$ cat src/rtl/ysyx_22051013_ifu_pkg.sv
// ----------------------------------------------------------------------------
// ysyx_22051013_ifu_pkg
//
// Purpose: shared definitions for the instruction-fetch unit.
//   - RV64 opcode constants that the fetch predecoder recognises (JAL, BRANCH)
//   - default reset fetch address
//   - sequential-fetch increment (YSYX_22051013_PLUS4)
//   - fetch FSM state encoding
//   - align_pc(): clears bits [1:0] of a PC
//
// Optional feature macro used by the fetch unit: YSYX_22051013_BPU_EN
// (static backward-taken branch prediction, see ysyx_22051013_ifu_predecode).
// ----------------------------------------------------------------------------
package ysyx_22051013_ifu_pkg;

    // Major opcodes inspected by the predecoder.
    localparam logic [6:0] OPC_JAL    = 7'b1101111;
    localparam logic [6:0] OPC_BRANCH = 7'b1100011;

    // First fetch address after reset.
    localparam logic [63:0] IFU_RESET_PC_DEFAULT = 64'h0000_0000_8000_0000;

    // Sequential fetch increment (one 32-bit instruction).
    localparam logic [63:0] YSYX_22051013_PLUS4 = 64'd4;

    // Fetch FSM states.
    //   ST_RST   : one cycle after reset release, no request yet
    //   ST_REQ   : request presented to instruction memory
    //   ST_WAIT  : request accepted, waiting for the response
    //   ST_VALID : instruction presented to decode
    //   ST_DROP  : response still outstanding but already known to be wrong-path
    typedef enum logic [2:0] {
        ST_RST   = 3'd0,
        ST_REQ   = 3'd1,
        ST_WAIT  = 3'd2,
        ST_VALID = 3'd3,
        ST_DROP  = 3'd4
    } ifu_state_e;

    // Every PC held or produced by the fetch unit is word aligned.
    function automatic logic [63:0] align_pc(input logic [63:0] pc);
        return {pc[63:2], 2'b00};
    endfunction

endpackage

$ cat src/rtl/ysyx_22051013_ifu_predecode.sv
// ----------------------------------------------------------------------------
// ysyx_22051013_ifu_predecode
//
// Purpose: purely combinational predecode of a fetched instruction word to
// produce the predicted next fetch PC.
//   - JAL     : pc + sext(J-imm); not flagged as a predicted branch, since
//               decode never resolves JAL and must not redirect for it.
//   - BRANCH  : with YSYX_22051013_BPU_EN defined, backward branches
//               (imm[12]=1) are predicted taken (pc + sext(B-imm), bpu_jump=1)
//               and forward branches fall through (pc+4). Without the macro
//               every branch falls through and bpu_jump is tied 0.
//   - other   : pc + 4.
// All results are word aligned; arithmetic wraps at 64 bits.
//
// Ports:
//   inst     in  32  instruction word
//   pc       in  64  PC of inst
//   next_pc  out 64  predicted next fetch PC
//   bpu_jump out 1   inst is a branch predicted taken
// ----------------------------------------------------------------------------
module ysyx_22051013_ifu_predecode
    import ysyx_22051013_ifu_pkg::*;
(
    input  logic [31:0] inst,
    input  logic [63:0] pc,
    output logic [63:0] next_pc,
    output logic        bpu_jump
);

    logic [6:0]  opcode;
    logic [63:0] j_imm;
    logic [63:0] pc_plus4;
    logic [63:0] pc_jal;

    assign opcode   = inst[6:0];
    // J-type immediate: imm[20|10:1|11|19:12] in inst[31:12], imm[0]=0.
    assign j_imm    = {{43{inst[31]}}, inst[31], inst[19:12], inst[20], inst[30:21], 1'b0};
    assign pc_plus4 = pc + YSYX_22051013_PLUS4;
    assign pc_jal   = pc + j_imm;

`ifdef YSYX_22051013_BPU_EN
    logic [63:0] b_imm;
    logic [63:0] pc_branch;

    // B-type immediate: imm[12|10:5] in inst[31:25], imm[4:1|11] in inst[11:7].
    assign b_imm     = {{51{inst[31]}}, inst[31], inst[7], inst[30:25], inst[11:8], 1'b0};
    assign pc_branch = pc + b_imm;

    always_comb begin
        next_pc  = align_pc(pc_plus4);
        bpu_jump = 1'b0;
        if (opcode == OPC_JAL) begin
            next_pc = align_pc(pc_jal);
        end else if ((opcode == OPC_BRANCH) && inst[31]) begin
            // inst[31] is the immediate sign bit: backward branches are
            // usually loop back-edges, so predict them taken.
            next_pc  = align_pc(pc_branch);
            bpu_jump = 1'b1;
        end
    end
`else
    // rd / B-imm low field bits are only needed when branch prediction is on.
    logic unused_inst_bits;
    assign unused_inst_bits = ^inst[11:7];

    always_comb begin
        next_pc  = align_pc(pc_plus4);
        bpu_jump = 1'b0;
        if (opcode == OPC_JAL) begin
            next_pc = align_pc(pc_jal);
        end
    end
`endif

endmodule

$ cat src/rtl/ysyx_22051013_ifu.sv
// ----------------------------------------------------------------------------
// ysyx_22051013_ifu
//
// Purpose: instruction-fetch stage of the five-stage RV64 pipeline. Holds the
// fetch PC, issues one instruction-memory request at a time, predecodes the
// returned word (ysyx_22051013_ifu_predecode) and presents one instruction per
// handshake to decode. Redirects from decode squash the wrong-path fetch.
//
// Optional feature macro: YSYX_22051013_BPU_EN (static backward-taken branch
// prediction inside the predecoder).
//
// Parameters:
//   RESET_PC          first fetch address after reset
//
// Ports:
//   clk               in  1   core clock
//   rst               in  1   asynchronous reset, active-low
//   imem_req_valid    out 1   fetch request valid (decoded from state)
//   imem_req_ready    in  1   memory accepts the request
//   imem_req_addr     out 64  fetch address, bits [1:0] always 0
//   imem_resp_valid   in  1   fetch data valid (ignored outside WAIT/DROP)
//   imem_resp_data    in  32  instruction word
//   jump_ena          in  1   redirect from decode
//   jump_pc           in  64  redirect target (bits [1:0] forced to 0)
//   id_stall          in  1   decode cannot accept; hold outputs
//   inst_o            out 32  fetched instruction
//   pc_o              out 64  PC of inst_o
//   if_valid          out 1   inst_o / pc_o are valid
//   bpu_jump          out 1   inst_o is a branch predicted taken
// ----------------------------------------------------------------------------
module ysyx_22051013_ifu
    import ysyx_22051013_ifu_pkg::*;
#(
    parameter logic [63:0] RESET_PC = IFU_RESET_PC_DEFAULT
) (
    input  logic        clk,
    input  logic        rst,
    output logic        imem_req_valid,
    input  logic        imem_req_ready,
    output logic [63:0] imem_req_addr,
    input  logic        imem_resp_valid,
    input  logic [31:0] imem_resp_data,
    input  logic        jump_ena,
    input  logic [63:0] jump_pc,
    input  logic        id_stall,
    output logic [31:0] inst_o,
    output logic [63:0] pc_o,
    output logic        if_valid,
    output logic        bpu_jump
);

    ifu_state_e  state_q,    state_d;
    logic [63:0] fetch_pc_q, fetch_pc_d;   // address of the current / next request
    logic [63:0] pred_pc_q,  pred_pc_d;    // predicted successor of inst_o
    logic [31:0] inst_q,     inst_d;
    logic [63:0] pc_q,       pc_d;
    logic        if_valid_q, if_valid_d;
    logic        bpu_jump_q, bpu_jump_d;

    logic [63:0] jump_pc_aligned;
    logic [63:0] pd_next_pc;
    logic        pd_bpu_jump;

    assign jump_pc_aligned = align_pc(jump_pc);

    // Predecode works on the word as it arrives, so the prediction is
    // registered together with the instruction.
    ysyx_22051013_ifu_predecode u_predecode (
        .inst     (imem_resp_data),
        .pc       (fetch_pc_q),
        .next_pc  (pd_next_pc),
        .bpu_jump (pd_bpu_jump)
    );

    // ------------------------------------------------------------------
    // Next-state / datapath logic
    // ------------------------------------------------------------------
    always_comb begin
        state_d    = state_q;
        fetch_pc_d = fetch_pc_q;
        pred_pc_d  = pred_pc_q;
        inst_d     = inst_q;
        pc_d       = pc_q;
        if_valid_d = if_valid_q;
        bpu_jump_d = bpu_jump_q;

        case (state_q)
            ST_RST: begin
                state_d = ST_REQ;
            end

            ST_REQ: begin
                // A redirect before acceptance simply retargets the request.
                // If the old address is accepted in the same cycle, its
                // response is still coming and must be dropped.
                if (jump_ena) begin
                    fetch_pc_d = jump_pc_aligned;
                end
                if (imem_req_ready) begin
                    state_d = jump_ena ? ST_DROP : ST_WAIT;
                end
            end

            ST_WAIT: begin
                if (imem_resp_valid) begin
                    if (jump_ena) begin
                        // Response arrives together with the redirect: it is
                        // wrong-path, nothing is outstanding any more.
                        fetch_pc_d = jump_pc_aligned;
                        state_d    = ST_REQ;
                    end else begin
                        inst_d     = imem_resp_data;
                        pc_d       = fetch_pc_q;
                        pred_pc_d  = pd_next_pc;
                        bpu_jump_d = pd_bpu_jump;
                        if_valid_d = 1'b1;
                        state_d    = ST_VALID;
                    end
                end else if (jump_ena) begin
                    fetch_pc_d = jump_pc_aligned;
                    state_d    = ST_DROP;
                end
            end

            ST_DROP: begin
                // fetch_pc_q already holds the redirect target; later
                // redirects override it.
                if (jump_ena) begin
                    fetch_pc_d = jump_pc_aligned;
                end
                if (imem_resp_valid) begin
                    state_d = ST_REQ;
                end
            end

            ST_VALID: begin
                // The redirect wins over a stall: the held instruction is
                // wrong-path anyway.
                if (jump_ena) begin
                    if_valid_d = 1'b0;
                    fetch_pc_d = jump_pc_aligned;
                    state_d    = ST_REQ;
                end else if (!id_stall) begin
                    if_valid_d = 1'b0;
                    fetch_pc_d = pred_pc_q;
                    state_d    = ST_REQ;
                end
            end

            default: begin
                state_d = ST_RST;
            end
        endcase
    end

    // ------------------------------------------------------------------
    // State registers
    // ------------------------------------------------------------------
    always_ff @(posedge clk or negedge rst) begin
        if (!rst) begin
            state_q    <= ST_RST;
            fetch_pc_q <= align_pc(RESET_PC);
            pred_pc_q  <= '0;
            inst_q     <= '0;
            pc_q       <= '0;
            if_valid_q <= 1'b0;
            bpu_jump_q <= 1'b0;
        end else begin
            state_q    <= state_d;
            fetch_pc_q <= fetch_pc_d;
            pred_pc_q  <= pred_pc_d;
            inst_q     <= inst_d;
            pc_q       <= pc_d;
            if_valid_q <= if_valid_d;
            bpu_jump_q <= bpu_jump_d;
        end
    end

    // ------------------------------------------------------------------
    // Outputs
    // ------------------------------------------------------------------
    assign imem_req_valid = (state_q == ST_REQ);
    assign imem_req_addr  = fetch_pc_q;
    assign inst_o         = inst_q;
    assign pc_o           = pc_q;
    assign if_valid       = if_valid_q;
    assign bpu_jump       = bpu_jump_q;

endmodule

$ cat config.mk
export PLATFORM = sky130hd
export DESIGN_NAME = ysyx_22051013_ifu
export DESIGN_NICKNAME = d
export VERILOG_FILES = /design/src/rtl/ysyx_22051013_ifu_pkg.sv /design/src/rtl/ysyx_22051013_ifu_predecode.sv /design/src/rtl/ysyx_22051013_ifu.sv
export SDC_FILE = /design/constraint.sdc
export NUM_CORES = 1
export LEC_CHECK = 0
export CAP_MARGIN = 40
export CORE_UTILIZATION = 38
export DETAILED_ROUTE_END_ITERATION = 6
export SYNTH_ARGS = -nofsm -noshare
export SYNTH_HDL_FRONTEND = slang
export SYNTH_SLANG_ARGS = --single-unit
$ cat constraint.sdc
create_clock -name clk -period 2.9 [get_ports clk]
set_input_delay 0.29 -clock clk [delete_from_list [all_inputs] [get_ports clk]]
set_output_delay 0.29 -clock clk [all_outputs]
set_load 0.01 [all_outputs]
## Word-level counts from Yosys, hierarchy flattened

Cells that the tools add are included.
Widths: inputs -> output; s select.

- Register bits: 228
- Bits of input ports: 102
- Word-level logic and storage cells: 48

- $add $sub $neg: 2
- Eq/ne operators: 12
- Muxes and demuxes: 19
- Bitwise logic cells: 1
- Reductions and logical operators: 8

Operators by type and width:

| cell | count |
|---|---|
| $mux 64 | 4 |
| $pmux 64 s2 | 1 |
| $add 64x3->64 const B | 1 |
| $add 64x64->64 | 1 |
| $mux 3 | 7 |
| $pmux 3 s5 | 1 |
| $reduce_and 4->1 | 2 |
| $eq 7x7->1 const B | 1 |
| $eq 3x2->1 const B | 2 |
| $ne 2x2->1 const B | 3 |
| $ne 3x3->1 const B | 2 |
| $reduce_and 3->1 | 2 |
| $mux 1 | 4 |
| $ne 2x1->1 const B | 2 |
| $reduce_bool 2->1 | 2 |
| $eq 3x1->1 const B | 1 |
| $eq 3x3->1 const B | 1 |
| $logic_not 3->1 | 1 |
| $reduce_or 3->1 | 1 |
| $mux 2 | 1 |
| $pmux 1 s2 | 1 |
| $not 1->1 | 1 |

## Depth between registers and ports, before layout

- Word-level depth: 4
- Gate-level depth with buffers: 17
- Gate-level depth less buffers: 15

## Cells and area by module

A second synthesis with hierarchy kept.

- Cells, all modules: 1473
- Area, all modules: 15277.2 um^2

By module, submodules not included:

| module | times used | cells each | area each (um^2) | sequential area each (um^2) |
|---|---|---|---|---|
| ysyx_22051013_ifu | 1 | 579 | 9705.6 | 5731.7 |
| ysyx_22051013_ifu_predecode | 1 | 894 | 5571.6 | 0.0 |

## Worst setup path before layout

OpenSTA, ideal clock, no wires.

- Kind: input to register
- Start point: input imem_resp_data[4]
- End point: register pred_pc_q[57]
- Data arrival time: 3.296 ns
- Data required time: 2.771 ns
- Setup slack: -0.525 ns
- Stages on the path: 16
- Cells stage by stage: and4b_1 -> buf_4 -> clkbuf_1 -> nand3_1 -> inv_1 -> ha_1 -> a211oi_1 -> nor2_1 -> o2111a_1 -> or3_1 -> maj3_2 -> nand3_2 -> a21boi_2 -> o32ai_2 -> xnor2_1 -> o21ai_1

- Cells in the longest elaborated chain, start to end: 2

RTL lines:

| what | line | source |
|---|---|---|
| start, declared | ysyx_22051013_ifu.sv:42 | `input logic [31:0] imem_resp_data,` |
| $eq 7x7->1 | ysyx_22051013_ifu_predecode.sv:69 | `if (opcode == OPC_JAL) begin` |
| $mux 64 | ysyx_22051013_ifu_predecode.sv:69 |  |
| end signal, assigned | ysyx_22051013_ifu.sv:171 | `pred_pc_q <= pred_pc_d;` |
| end, declared | ysyx_22051013_ifu.sv:54 | `logic [63:0] pred_pc_q, pred_pc_d;` |

No other way between the ends.
A chain may end at the register's enable or synchronous reset.

## Worst setup path after layout

- Start point: input imem_resp_data[4]
- End point: register pred_pc_q[61]

Same word-level chain as after synthesis.

==> flow_summary_export.csv <==
group,metric,value,unit
power_and_ir_drop,power_density,923,nW/µm²
place,postPlaceCellArea,17800,µm²
status,status,"finished, violations left",
route,drt_first_pass_iters,5,
clock_tree,cts_tree,"yes",
grt,grt_max_degree,94,
worst_setup_path,slowest_delay,390,ps
worst_hold_path,hold_class,"input pin to register",
worst_setup_path,cp.required,3380,ps
worst_setup_path,critPathArrivalTime,3450,ps
logic_synthesis,async_flop_share,100,%
logic_synthesis,synth_edf_count,0,
logic_synthesis,synth_cells,1583,
worst_setup_path,critPathKind,"input pin to register",
sta,hold_viol_final,1,
final_layout,syn2layout_area_growth,51.9,%
logic_synthesis,yosysWarnings,0,
grt,grt_pass1_vias,12900,
route,initialDrtViolationCount,858,
grt,grt_util_met3,3.08,%
clock_tree,ctsLongestPathBuffers,3,
worst_setup_path,slowest_stage,"and4b_4",
final_layout,drive_gt1_share,22.9,%
sta,rsz0062_at_grt,"true",
place,port_buffers,257,
worst_setup_path,crit_end,"pred_pc_q[61]",
sta,fin_skew,18.4,ps
place,preCtsSetupSlack,-1100,ps
grt,grt_overflow,0,
status,violations,"negative hold slack, negative setup slack",
clock_tree,clkSinkCount,222,
place,gp_congestion,0.868,
logic_synthesis,avgSynthCellArea,8.19,µm²
grt,antenna_found_initial,0,
floorplanning,die_x,187,µm
route,viasPerCell,5.23,
sta,max-slew-margin-rel,41.8,%
logic_synthesis,synth_ff_type,"dfrtp_1",
final_layout,instances_no_fill,2501,
worst_setup_path,start_kind,"input pin",
worst_setup_path,r2r_cells,11,
worst_setup_path,path_max_fanout,7,
worst_setup_path,startpoint,"imem_resp_data[4]",
power_and_ir_drop,peakVddDrop,0.000593,V
sta,finalCritPeriodShare,102,%
grt,track_usage,26.5,%
place,dp_cells,2421,
clock_tree,clockRootBuffer,"clkbuf_16",
floorplanning,num_io_pins,265,
final_layout,final_area,19700,µm²
clock_tree,htree_levels,1,
grt,grt-busiest-layer,"met2",
clock_tree,path_clk_slew,60,ps
final_layout,antenna_cells,0,
logic_synthesis,synth_area,13000,µm²
route,vias,13100,
logic_synthesis,ys_types,88,
floorplanning,num_rows,67,
sta,holdWs,-0.467,ps
route,finalWirelength,47100,µm
sta,slew_violations,0,
floorplanning,die_y,187,µm
logic_synthesis,ys_ff_latch,222,
route,wire_per_inst,18.8,µm
route,drc_errors,0,
worst_setup_path,crit_chain,"buf_6 -> and4b_4 -> buf_12 -> and3_4 -> ha_4 -> a21o_1 -> a221o_1 -> a21o_1 -> buf_4 -> buf_4 -> nor2_2 -> a221oi_2 -> buf_4 -> nor2_4 -> a221o_1 -> nor4_4 -> or4_1 -> nand4_1",
final_layout,final_core_util,58.7,%
sta,fmax,0.338,GHz
grt,use_met2,41.7,%
worst_setup_path,crit_path_frequent_cell,"buf_4",
sta,worst_pin_slew,873,ps
grt,gr-usage-met1,38.9,%
run,cap_violations,0,
grt,grt_pass1_wl,73800,µm
floorplanning,die_area,34800,µm²
final_layout,fin_nets,2157,
route,detail-route-antenna-nets,0,
floorplanning,initial_core_util,38.6,%
worst_setup_path,r2r-end,"pred_pc_q[61]",
worst_setup_path,r2r_start,"imem_req_addr[16]",
power_and_ir_drop,p_leak,8.71,nW
place,dp_hpwl,34400,µm
sta,setup_ws,-60.9,ps
worst_setup_path,endpoint_kind,"register",
sta,setup_violations,8,
clock_tree,cts_made_buffers,28,
worst_setup_path,reg2reg_slack,-60,ps
logic_synthesis,seq_area_frac_synth,42.9,%
clock_tree,insertion_delay,560,ps
sta,period_minus_slack,2960,ps
floorplanning,core-area,33500,µm²
## cell families after synthesis
| family | count (synthesis) | synth area share (%) |
|---|---|---|
| xor gates and xnor gates | 59 | 3.99 |
| AOI/OAI and AO/OA | 284 | 13.6 |
| buffers and inverters | 137 | 4.38 |
| adders and majority gates | 20 | 1.98 |
| DFF | 222 | 42.9 |
| muxes | 77 | 6.04 |
| and+or+nand+nor | 783 | 27.1 |
| other | 1 | 0.0289 |
## layout by cell type, fill, tap and decap left out, drive strengths merged, types with 23 or more instances in the layout
| cell | Yosys | final |
|---|---|---|
| clkbuf | 92 | 41 |
| nand2 | 407 | 407 |
| buf | 31 | 290 |
| xnor2 | 36 | 36 |
| dfrtp | 221 | 221 |
| clkdlybuf4s50 | 0 | 248 |
| nor2 | 148 | 148 |
| nand3 | 58 | 58 |
| o21ai | 91 | 91 |
| mux2i | 77 | 77 |
| and3 | 40 | 40 |
| a21oi | 92 | 92 |
| xor2 | 23 | 23 |
| nor3 | 30 | 30 |
## worst min path at each step
stage,startpoint,to,slack (ps),cells after the start
floorplan,rst,if_valid,-6,0
global placement,rst,pc_o[53],390,1
detailed placement,rst,pc_o[53],380,1
CTS,imem_resp_data[4],inst_o[4],10,4
global route,imem_resp_data[22],inst_o[22],20,3
finish,imem_resp_data[22],inst_o[22],-0.5,3
## synthesized netlist by cell type, types with 3 or more instances
| master | count | share of area, % |
|---|---|---|
| a211o_1 | 3 | 0.20 |
| a211oi_1 | 7 | 0.41 |
| a21boi_0 | 3 | 0.17 |
| a21o_1 | 12 | 0.70 |
| a21oi_1 | 92 | 3.6 |
| a221o_1 | 3 | 0.23 |
| a31oi_1 | 12 | 0.58 |
| a41oi_1 | 3 | 0.20 |
| and2_1 | 9 | 0.43 |
| and3_1 | 40 | 1.9 |
| and4_1 | 4 | 0.27 |
| buf_1 | 10 | 0.29 |
| buf_2 | 12 | 0.46 |
| buf_4 | 8 | 0.46 |
| clkbuf_1 | 91 | 2.6 |
| dfrtp_1 | 221 | 43 |
| ha_1 | 18 | 1.7 |
| inv_1 | 14 | 0.41 |
| mux2i_1 | 76 | 5.9 |
| nand2_1 | 407 | 12 |
| nand2b_1 | 4 | 0.19 |
| nand3_1 | 55 | 2.1 |
| nand4_1 | 21 | 1.0 |
| nand4b_1 | 4 | 0.27 |
| nor2_1 | 148 | 4.3 |
| nor2b_1 | 6 | 0.29 |
| nor3_1 | 29 | 1.1 |
| nor4_1 | 18 | 0.87 |
| o211ai_1 | 4 | 0.23 |
| o21a_1 | 6 | 0.35 |
| o21ai_0 | 85 | 3.3 |
| o21ai_1 | 4 | 0.15 |
| o22ai_1 | 3 | 0.14 |
| o31ai_1 | 7 | 0.41 |
| o41ai_1 | 3 | 0.20 |
| or2_2 | 5 | 0.24 |
| or3_1 | 6 | 0.29 |
| or4_1 | 7 | 0.41 |
| xnor2_1 | 36 | 2.4 |
| xor2_1 | 23 | 1.6 |
## critical path, delay by kind of cell
| family | cells | cell delay [ps] |
|---|---|---|
| AO/OA/AOI/OAI | 5 | 1000 |
| adder cells (fa/ha/maj) | 1 | 210 |
| buffers and inverters | 5 | 650 |
| AND/OR/NAND/NOR | 7 | 1280 |
## flip-flops by register name (all words and copies together) (netlist names)
name           count
pc_o              62
if_valid           1
inst_o            32
imem_req_addr     62
state_q            3
pred_pc_q         62
## through the flow
step / hold WS, ps / power [W] / setup TNS (ps)
finish: -0.467 / 0.0182 / -265
global route: 18.9 / 0.0193 / -2170
CTS: 11.4 / 0.0180 / -682
detailed placement: 384 / 0.0142 / -45120
global placement: 392 / 0.0141 / -40610
floorplan: -5.59 / 0.00950 / -3770
## per-layer routing
metal | vias to the layer above | share of wire, %
met4 | 0 | 2.1
met1 | 6309 | 47
met2 | 389 | 46
met3 | 55 | 5.0
li1 | 6331 | -
met5 | - | 0
## layout make-up
cell class | instances | area (µm²)
multi-input cells | 1228 | 7670
clock buffers | 40 | 827
flip-flops and latches | 222 | 5560
inverters | 14 | 52.6
fillers | 3018 | 13800
clock inverters | 7 | 97.6
well taps | 448 | 561
repair buffers | 542 | 4920
## power by group
part | switching, W | internal, W | leakage, nW
combinational | 0.00436 | 0.00452 | 5.49
clock | 0.00139 | 0.00214 | 0.453
sequential | 0.00129 | 0.00448 | 2.76
## what timing repair did
item | in CTS | in global routing
pin swaps | 43 | 60
gates cloned | 1 | 0
buffers inserted | 17 | 19
hold endpoints to repair | 88 | 0
hold buffers | 2 | 0
gates resized for setup | 76 | 97
endpoints found under the setup margin | 43 | 35
Power figures use the tool's default switching activity.
